[src/rtl/uart_tx_sched.sv]
// Round-robin byte scheduler in front of a UART transmit core, with idle gap bits after each frame.
// Optional UART_SCHED_BURST_EN lets one grant send up to BURST_MAX back-to-back bytes.
module uart_tx_sched #(
  parameter int N_REQ     = 4,
  parameter int BIT_CLKS  = 1087,
  parameter int GAP_BITS  = 3,
  parameter int BURST_MAX = 4
) (
  input  logic                     clk,
  input  logic                     rst,
  input  logic [N_REQ-1:0]         req_valid,
  input  logic [8*N_REQ-1:0]       req_data,
  output logic [N_REQ-1:0]         req_ready,
  output logic                     tx_start,
  output logic [7:0]               tx_data,
  input  logic                     tx_busy,
  output logic [$clog2(N_REQ)-1:0] grant_id,
  output logic                     sched_busy
);

  localparam int GW      = $clog2(N_REQ);
  localparam int GAP_CYC = GAP_BITS * BIT_CLKS;
  localparam int CW      = $clog2(15 * BIT_CLKS + 1);
  localparam logic [CW-1:0] GAP_LAST = (GAP_CYC > 0) ? CW'(GAP_CYC - 1) : '0;

  typedef enum logic [2:0] {IDLE, ISSUE, WAIT_ACK, WAIT_DONE, GAP} state_t;

  state_t        state, state_nx;
  logic [GW-1:0] last_grant;
  logic [GW-1:0] pick;
  logic          pick_ok;
  logic [CW-1:0] gap_cnt;
  logic          burst_more;
  logic [7:0]    req_byte [N_REQ];

  for (genvar i = 0; i < N_REQ; i++) begin : g_bytes
    assign req_byte[i] = req_data[8*i +: 8];
  end

  // Nearest valid requester after last_grant wins; the k=1 candidate is evaluated last.
  always_comb begin
    logic [GW-1:0] idx;
    idx     = '0;
    pick    = last_grant;
    pick_ok = 1'b0;
    for (int k = N_REQ; k >= 1; k--) begin
      idx = GW'((int'(last_grant) + k) % N_REQ);
      if (req_valid[idx]) begin
        pick    = idx;
        pick_ok = 1'b1;
      end
    end
  end

`ifdef UART_SCHED_BURST_EN
  localparam int BW = $clog2(BURST_MAX + 1);
  logic [BW-1:0] burst_cnt;

  assign burst_more = req_valid[grant_id] && (burst_cnt < BW'(BURST_MAX));

  // Bytes sent under the current grant, including the first one.
  always_ff @(posedge clk or posedge rst) begin
    if (rst) begin
      burst_cnt <= '0;
    end else if (state == IDLE && state_nx == ISSUE) begin
      burst_cnt <= BW'(1);
    end else if (state == WAIT_DONE && state_nx == ISSUE) begin
      burst_cnt <= burst_cnt + BW'(1);
    end
  end
`else
  logic cfg_unused;
  assign burst_more = 1'b0;
  // Keeps BURST_MAX referenced when bursts are compiled out.
  assign cfg_unused = (BURST_MAX > 0);
`endif

  always_comb begin
    state_nx = state;
    unique case (state)
      IDLE:      if (!tx_busy && pick_ok) state_nx = ISSUE;
      ISSUE:     state_nx = WAIT_ACK;
      WAIT_ACK:  if (tx_busy) state_nx = WAIT_DONE;
      WAIT_DONE: begin
        if (!tx_busy) begin
          if (burst_more)        state_nx = ISSUE;
          else if (GAP_CYC == 0) state_nx = IDLE;
          else                   state_nx = GAP;
        end
      end
      GAP:       if (gap_cnt == GAP_LAST) state_nx = IDLE;
      default:   state_nx = IDLE;
    endcase
  end

  assign tx_start   = (state == ISSUE);
  assign req_ready  = tx_start ? (N_REQ'(1) << grant_id) : '0;
  assign sched_busy = (state != IDLE);

  always_ff @(posedge clk or posedge rst) begin
    if (rst) begin
      state      <= IDLE;
      grant_id   <= '0;
      tx_data    <= 8'h00;
      last_grant <= GW'(N_REQ - 1);
      gap_cnt    <= '0;
    end else begin
      state   <= state_nx;
      gap_cnt <= (state == GAP && state_nx == GAP) ? gap_cnt + CW'(1) : '0;
      if (state == IDLE && state_nx == ISSUE) begin
        grant_id <= pick;
        tx_data  <= req_byte[pick];
`ifndef UART_SCHED_BURST_EN
        last_grant <= pick;
`endif
      end
`ifdef UART_SCHED_BURST_EN
      // Rotation only advances once the grantee's burst is over.
      if (state == WAIT_DONE && state_nx == ISSUE) begin
        tx_data <= req_byte[grant_id];
      end
      if (state == WAIT_DONE && !tx_busy && state_nx != ISSUE) begin
        last_grant <= grant_id;
      end
`endif
    end
  end

endmodule

[config.mk]
export PLATFORM = sky130hd
export DESIGN_NAME = uart_tx_sched
export DESIGN_NICKNAME = d
export VERILOG_FILES = /design/src/rtl/uart_tx_sched.sv
export SDC_FILE = /design/constraint.sdc
export NUM_CORES = 1
export LEC_CHECK = 0
export CORE_ASPECT_RATIO = 0.5
export CORE_UTILIZATION = 49
export DETAILED_ROUTE_END_ITERATION = 8
export GPL_ROUTABILITY_DRIVEN = 1
export GPL_TIMING_DRIVEN = 0
export PLACE_DENSITY = 0.8
export SLEW_MARGIN = 10
export SYNTH_ARGS = -nofsm -noshare
export SYNTH_HDL_FRONTEND = slang
export SYNTH_SLANG_ARGS = --single-unit
[constraint.sdc]
create_clock -name clk -period 5.15 [get_ports clk]
set_input_delay 0.7725 -clock clk [delete_from_list [all_inputs] [get_ports clk]]
set_output_delay 0.7725 -clock clk [all_outputs]
set_load 0.02 [all_outputs]
==> results of run 1 <==
## stage by stage
stage                     instance area (um^2)  util [%]  hold slack [ns]  setup WS, ns  power (uW)
final                                     2360      75.4            0.489          2.61        1030
after global routing                      2360      75.4            0.522          2.40        1090
after CTS                                 2360      75.4            0.489          2.59        1030
after detailed placement                  2280      72.8            0.478          2.48         848
after global placement                    2280      72.8            0.473          2.49         841
after floorplan                           1690         -            0.456          3.13         641
## where the power goes
part / total, uW / leakage [uW] / internal, uW / switching [uW]
sequential: 349 / 0.000367 / 295 / 54.2
clock: 179 / 0.0000450 / 93.4 / 85.6
combinational: 498 / 0.000520 / 225 / 273
total: 1030 / 0.000932 / 614 / 413
## flip-flops by register name, summed over array words and instances (netlist names)
signal and cells:
gap_cnt 14, last_grant 2, tx_data 8, grant_id 2
state 3
## routing by layer
metal	vias to the layer above	wire, um	track usage [%]	share of wire (%)
li1	812	-	-	-
met1	784	1950	31.1	47
met2	44	1980	41.8	48
met3	2	186	6.86	4.5
met4	0	24	5.08	0.58
met5	-	0	0	0
## cells by family (layout without fill, tap and decap cells)
group / Yosys count / after routing / synth area share [%]
DFF: 29 / 29 / 43.0
xor gates and xnor gates: 12 / 12 / 6.21
and+or+nand+nor: 95 / 95 / 27.3
adders and majority gates: 2 / 2 / 1.48
muxes: 1 / 1 / 0.592
AOI/OAI and AO/OA: 39 / 39 / 18.5
buffers and inverters: 12 / 74 / 2.88
## cells in the final DEF, fill, tap and decap left out, types with 2 or more instances in the layout
cell / instances
dfrtp_1: 27
a211oi_1: 9
xor2_1: 7
inv_1: 6
nand4_1: 6
clkbuf_1: 3
a311oi_1: 7
clkinv_2: 2
clkbuf_8: 5
nor3b_1: 2
xnor2_1: 5
nor2b_1: 2
a21boi_0: 7
clkdlybuf4s50_1: 54
nand2b_1: 3
nand2_1: 21
nor3_1: 5
nand3_1: 14
o32ai_1: 7
and3_1: 2
nor2_1: 31
dfstp_2: 2
buf_2: 3
o21a_1: 2
ha_1: 2
a21o_1: 3
## final timing paths
kind	startpoint	endpoint	slack, ns	cells after the start
worst max-delay path	state[1]	req_ready[2]	2.61	4
worst min-delay path	last_grant[1]	last_grant[1]	0.49	2
worst max register to register	state[1]	tx_data[4]	3.06	5
worst min register to register	last_grant[1]	last_grant[1]	0.49	2
max in group asynchronous	rst	gap_cnt[5]	3.44	2
min in group asynchronous	rst	tx_data[5]	1.06	2
## cell type report
cell class	instances	area share (%)
multi-input cells	149	38.7
plain buffers	6	1.11
inverters	6	0.952
well taps	40	2.12
clock buffers	6	3.07
repair buffers	54	22.9
clock inverters	2	0.423
flip-flops and latches	29	30.8
## worst reg2reg max path, cell delays in order (launching register included)
cell,delay (ns)
dfrtp_1,0.43
or3_4,0.44
a211oi_2,0.24
nand3_1,0.40
a211oi_1,0.36
a311oi_1,0.08
==> metrics.yaml, run 1 <==
dp_hpwl_um: 3080
ys.warnings.count: 0
fin_nets: 292
ys_top_cells_by_area: "dfrtp_1, nor2_1, nand2_1"
register_area_um2: 728
rows: 14
gp_congestion: 0.824
final.fill_count: 237
synth_seq_cells: 29
leakage_uw: 0.000932
synth-edff-count: 0
yosysTopAreaCellShare_pct: 39.9
max-vdd-ir-drop_uv: 295
wl_per_cell_um: 14.2
powerDensity_nw_per_um2: 434
setup_tns_ns: 0
yosysTopAreaCell: "dfrtp_1"
ys_seq_area_share_pct: 43.0
io_buffers: 54
status: "finished, final reports clean"
antenna_cells: 0
multiInputGateArea_um2: 915
grt_pass1_vias: 1537
tightest_slew_ns: 1.07
crit_path_top_delay_cell: "clkdlybuf4s50_1"
cts_sinks: 29
path_delay_family: "buffers and inverters"
drive_gt1_share_pct: 5.95
finalHoldViolations: 0
finalNonFillerCells: 292
grt_usage_pct: 24.2
netlist_instances: 190
cts_setup_buffers: 0
syn-cell-area_um2: 1690
critPathRequiredTime_ns: 4.38
die_y_um: 43.5
area_growth_pct: 39.8
maxCapViolCount: 0
cts_max_level: 2
cts_root_buf: "clkbuf_8"
antenna_found_initial: 0
syn-num-nets: 231
period_minus_slack_ns: 2.54
fp.dieArea_um2: 3710
drc: 0
num_io_pins: 55
grt_pass1_wl_um: 6870
core_area_um2: 3140
die_x_um: 85.1
dr.pass1.iters: 5
async_flop_share_pct: 100
grt_max_degree: 30
timing.slew.headroom_pct: 28.8
ys.flop_type: "dfrtp_1"
postCtsHoldBufs: 0
drtIter0Drc: 48
drv_slew: 0
critical-path-max-stage-delay_ns: 0.63
cts_buffers: 5
cts.clk_slew.worst_paths_ns: 0.06
crit_type: "reg -> out"
endpoint_kind: "output pin"
synth_most_common_cell: "nor2_1"
vias: 1642
ant_nets: 0
cp.buffers_inverters: 1
drt-total-wl_um: 4150
rsz0062_at_grt: "false"
clockBufferDepth: 2
synth_commonest_cells: "nor2_1, dfrtp_1, nand2_1"
start_kind: "register"
grt-ovfl-total: 0
tritoncts: "built"
synth_cell_types: 38
clock_latency_ns: 0.28
cts.repair.resized: 0
syn_avg_cell_area_um2: 8.90
fmax_mhz: 393
worstPathMaxFanout: 6
fin_crit_sh_pct: 49.4
hp-class: "reg -> reg"
fin_skew_ns: 0.00567
initial_core_util_pct: 54.0
cp.arrival_ns: 1.77
setup_viol: 0
post-place-cells: 284
viasPerCell: 5.62
worstPathCellList: "nor2_1, nand2_1, nor3b_1, clkdlybuf4s50_1"
No activity file was read; power rests on OpenSTA's default activity.
==> run 2, diff against run 1 <==
CORE_UTILIZATION = 46   (was 49)
PLACE_DENSITY = 0.76   (was 0.8)
clock period = 2.6 ns   (was 5.15 ns; I/O delays follow)
==> metrics.yaml, run 2 (same netlist as run 1, synthesis figures left out) <==
postCtsHoldBufs: 0  # unchanged
tritoncts: "built"
drv_slew: 0  # unchanged
area_growth_pct: 40.6
rr_startpoint: "state[1]"
fin_crit_sh_pct: 82.8
worst_slack_ns: 0.447  # -2.16 ns
drt-total-wl_um: 4270  # +3.1%
pre_cts_ws_ns: 0.269  # -2.21 ns
ant_nets: 0  # unchanged
num_io_pins: 55  # unchanged
leakage_uw: 0.000928  # -0.40%
core_area_um2: 3470  # +11%
dr.pass1.iters: 4  # -1
fin_skew_ns: 0.00272  # -0.00295 ns
period_minus_slack_ns: 2.15
final.fill_count: 267  # +13%
drtIter0Drc: 59  # +23%
largest_reg_flops: 14  # unchanged
cts_setup_buffers: 0  # unchanged
crit_type: "reg -> out"
clockBufferDepth: 2  # unchanged
initial_core_util_pct: 48.7  # -5.2 points
total_power_uw: 2040  # +98%
die_x_um: 87.8  # +3.1%
max-vdd-ir-drop_uv: 470  # +59%
final_common_cell: "clkdlybuf4s50_1"
antenna_found_initial: 0  # unchanged
die_y_um: 44.9  # +3.1%
vias: 1666  # +1.5%
grt_usage_pct: 23.4  # -0.76 points
fmax_mhz: 465
hp-class: "reg -> reg"
endpoint_kind: "output pin"
antenna_cells: 0  # unchanged
worstPathMaxFanout: 6  # unchanged
finalHoldViolations: 0  # unchanged
rows: 15  # +1
min_from: "last_grant[1]"
setup_viol: 0  # unchanged
grt_pass1_vias: 1523  # -0.91%
io_buffers: 54  # unchanged
whs_ns: 0.489  # +0.000255 ns
reg.largest.list: "gap_cnt x14, tx_data x8, state x3"
cts_sinks: 29  # unchanged
tightest_slew_ns: 1.01  # -0.0559 ns
fin_nets: 292  # unchanged
cts_root_buf: "clkbuf_8"
viasPerCell: 5.50  # -2.2%
cts.clk_slew.worst_paths_ns: 0.06  # about the same
regMostFlops: "gap_cnt"
clock_latency_ns: 0.29  # about the same
grt_max_degree: 30  # unchanged
status: "finished, final reports clean"
fp.dieArea_um2: 3940  # +6.3%
startpoint: "state[1]"
start_kind: "register"
wl_per_cell_um: 14.1  # -0.68%
drc: 0  # unchanged
critPathRequiredTime_ns: 2.21  # -2.17 ns
grt-ovfl-total: 0  # unchanged
rsz0062_at_grt: "false"
cts_max_level: 2  # unchanged
grt_pass1_wl_um: 6790  # -1.2%
cts_buffers: 5  # unchanged
powerDensity_nw_per_um2: 856  # +97%
cts.repair.resized: 0  # unchanged
maxCapViolCount: 0  # unchanged
cp.arrival_ns: 1.76  # about the same
gp_congestion: 0.839  # +1.8%
mostFrequentLayoutCells: "clkdlybuf4s50_1, nor2_1, dfrtp_1"
drive_gt1_share_pct: 5.95  # unchanged
dp_hpwl_um: 3120  # +1.4%
timing.slew.headroom_pct: 32.2  # +3.4 points
setup_tns_ns: 0  # unchanged
-- run 2: changes by cell type in the layout (fill, tap and decap cells not counted), sizes merged --
cell,change
inv,-1
clkinv,+1
-- run 2: metal layers --
| metal | GRT usage [%] | share of wire, % | wire, um |
|---|---|---|---|
| met5 | 0 | 0 | 0 |
| met4 | 13.4 | 2.4 | 101 |
| met1 | 28.3 | 44 | 1870 |
| met3 | 6.95 | 4.5 | 194 |
| met2 | 38.3 | 49 | 2110 |
-- run 2: power breakdown --
group	switching (uW)	internal [uW]
logic	541	447
clock network	179	185
registers	102	584
-- run 2: area by class of cell --
type	instances	area, um^2	share of cell area (%)
multi-input cells	149	915	38.5
flip-flops and latches	29	728	30.6
repair buffers	54	541	22.7
clock buffers	6	72.6	3.05
well taps	51	63.8	2.68
plain buffers	6	26.3	1.10
inverters	6	22.5	0.947
clock inverters	2	10.0	0.421
-- run 2: worst max-delay path: stages, from the launching register on --
cell,delay (ns)
dfrtp_1,0.42
nor2_1,0.12
nand2_1,0.10
nor3b_1,0.21
clkdlybuf4s50_1,0.63
-- run 2: final timing paths --
| kind | end | slack [ns] | cells past startpoint |
|---|---|---|---|
| setup reg to reg | tx_data[6] | 0.50 | 5 |
| hold reg to reg | last_grant[1] | 0.49 | 2 |
| hold / removal | last_grant[1] | 0.49 | 2 |
| setup / recovery | req_ready[2] | 0.45 | 4 |
| min in group asynchronous | tx_data[5] | 0.53 | 2 |
| max in group asynchronous | gap_cnt[12] | 1.61 | 2 |
-- run 2: metrics by stage --
step	area, um^2	util (%)	cells
after floorplan	1690	-	190
after global placement	2300	66.1	295
after detailed placement	2300	66.1	295
after CTS	2380	68.5	303
after global routing	2380	68.5	303
final	2380	68.5	303
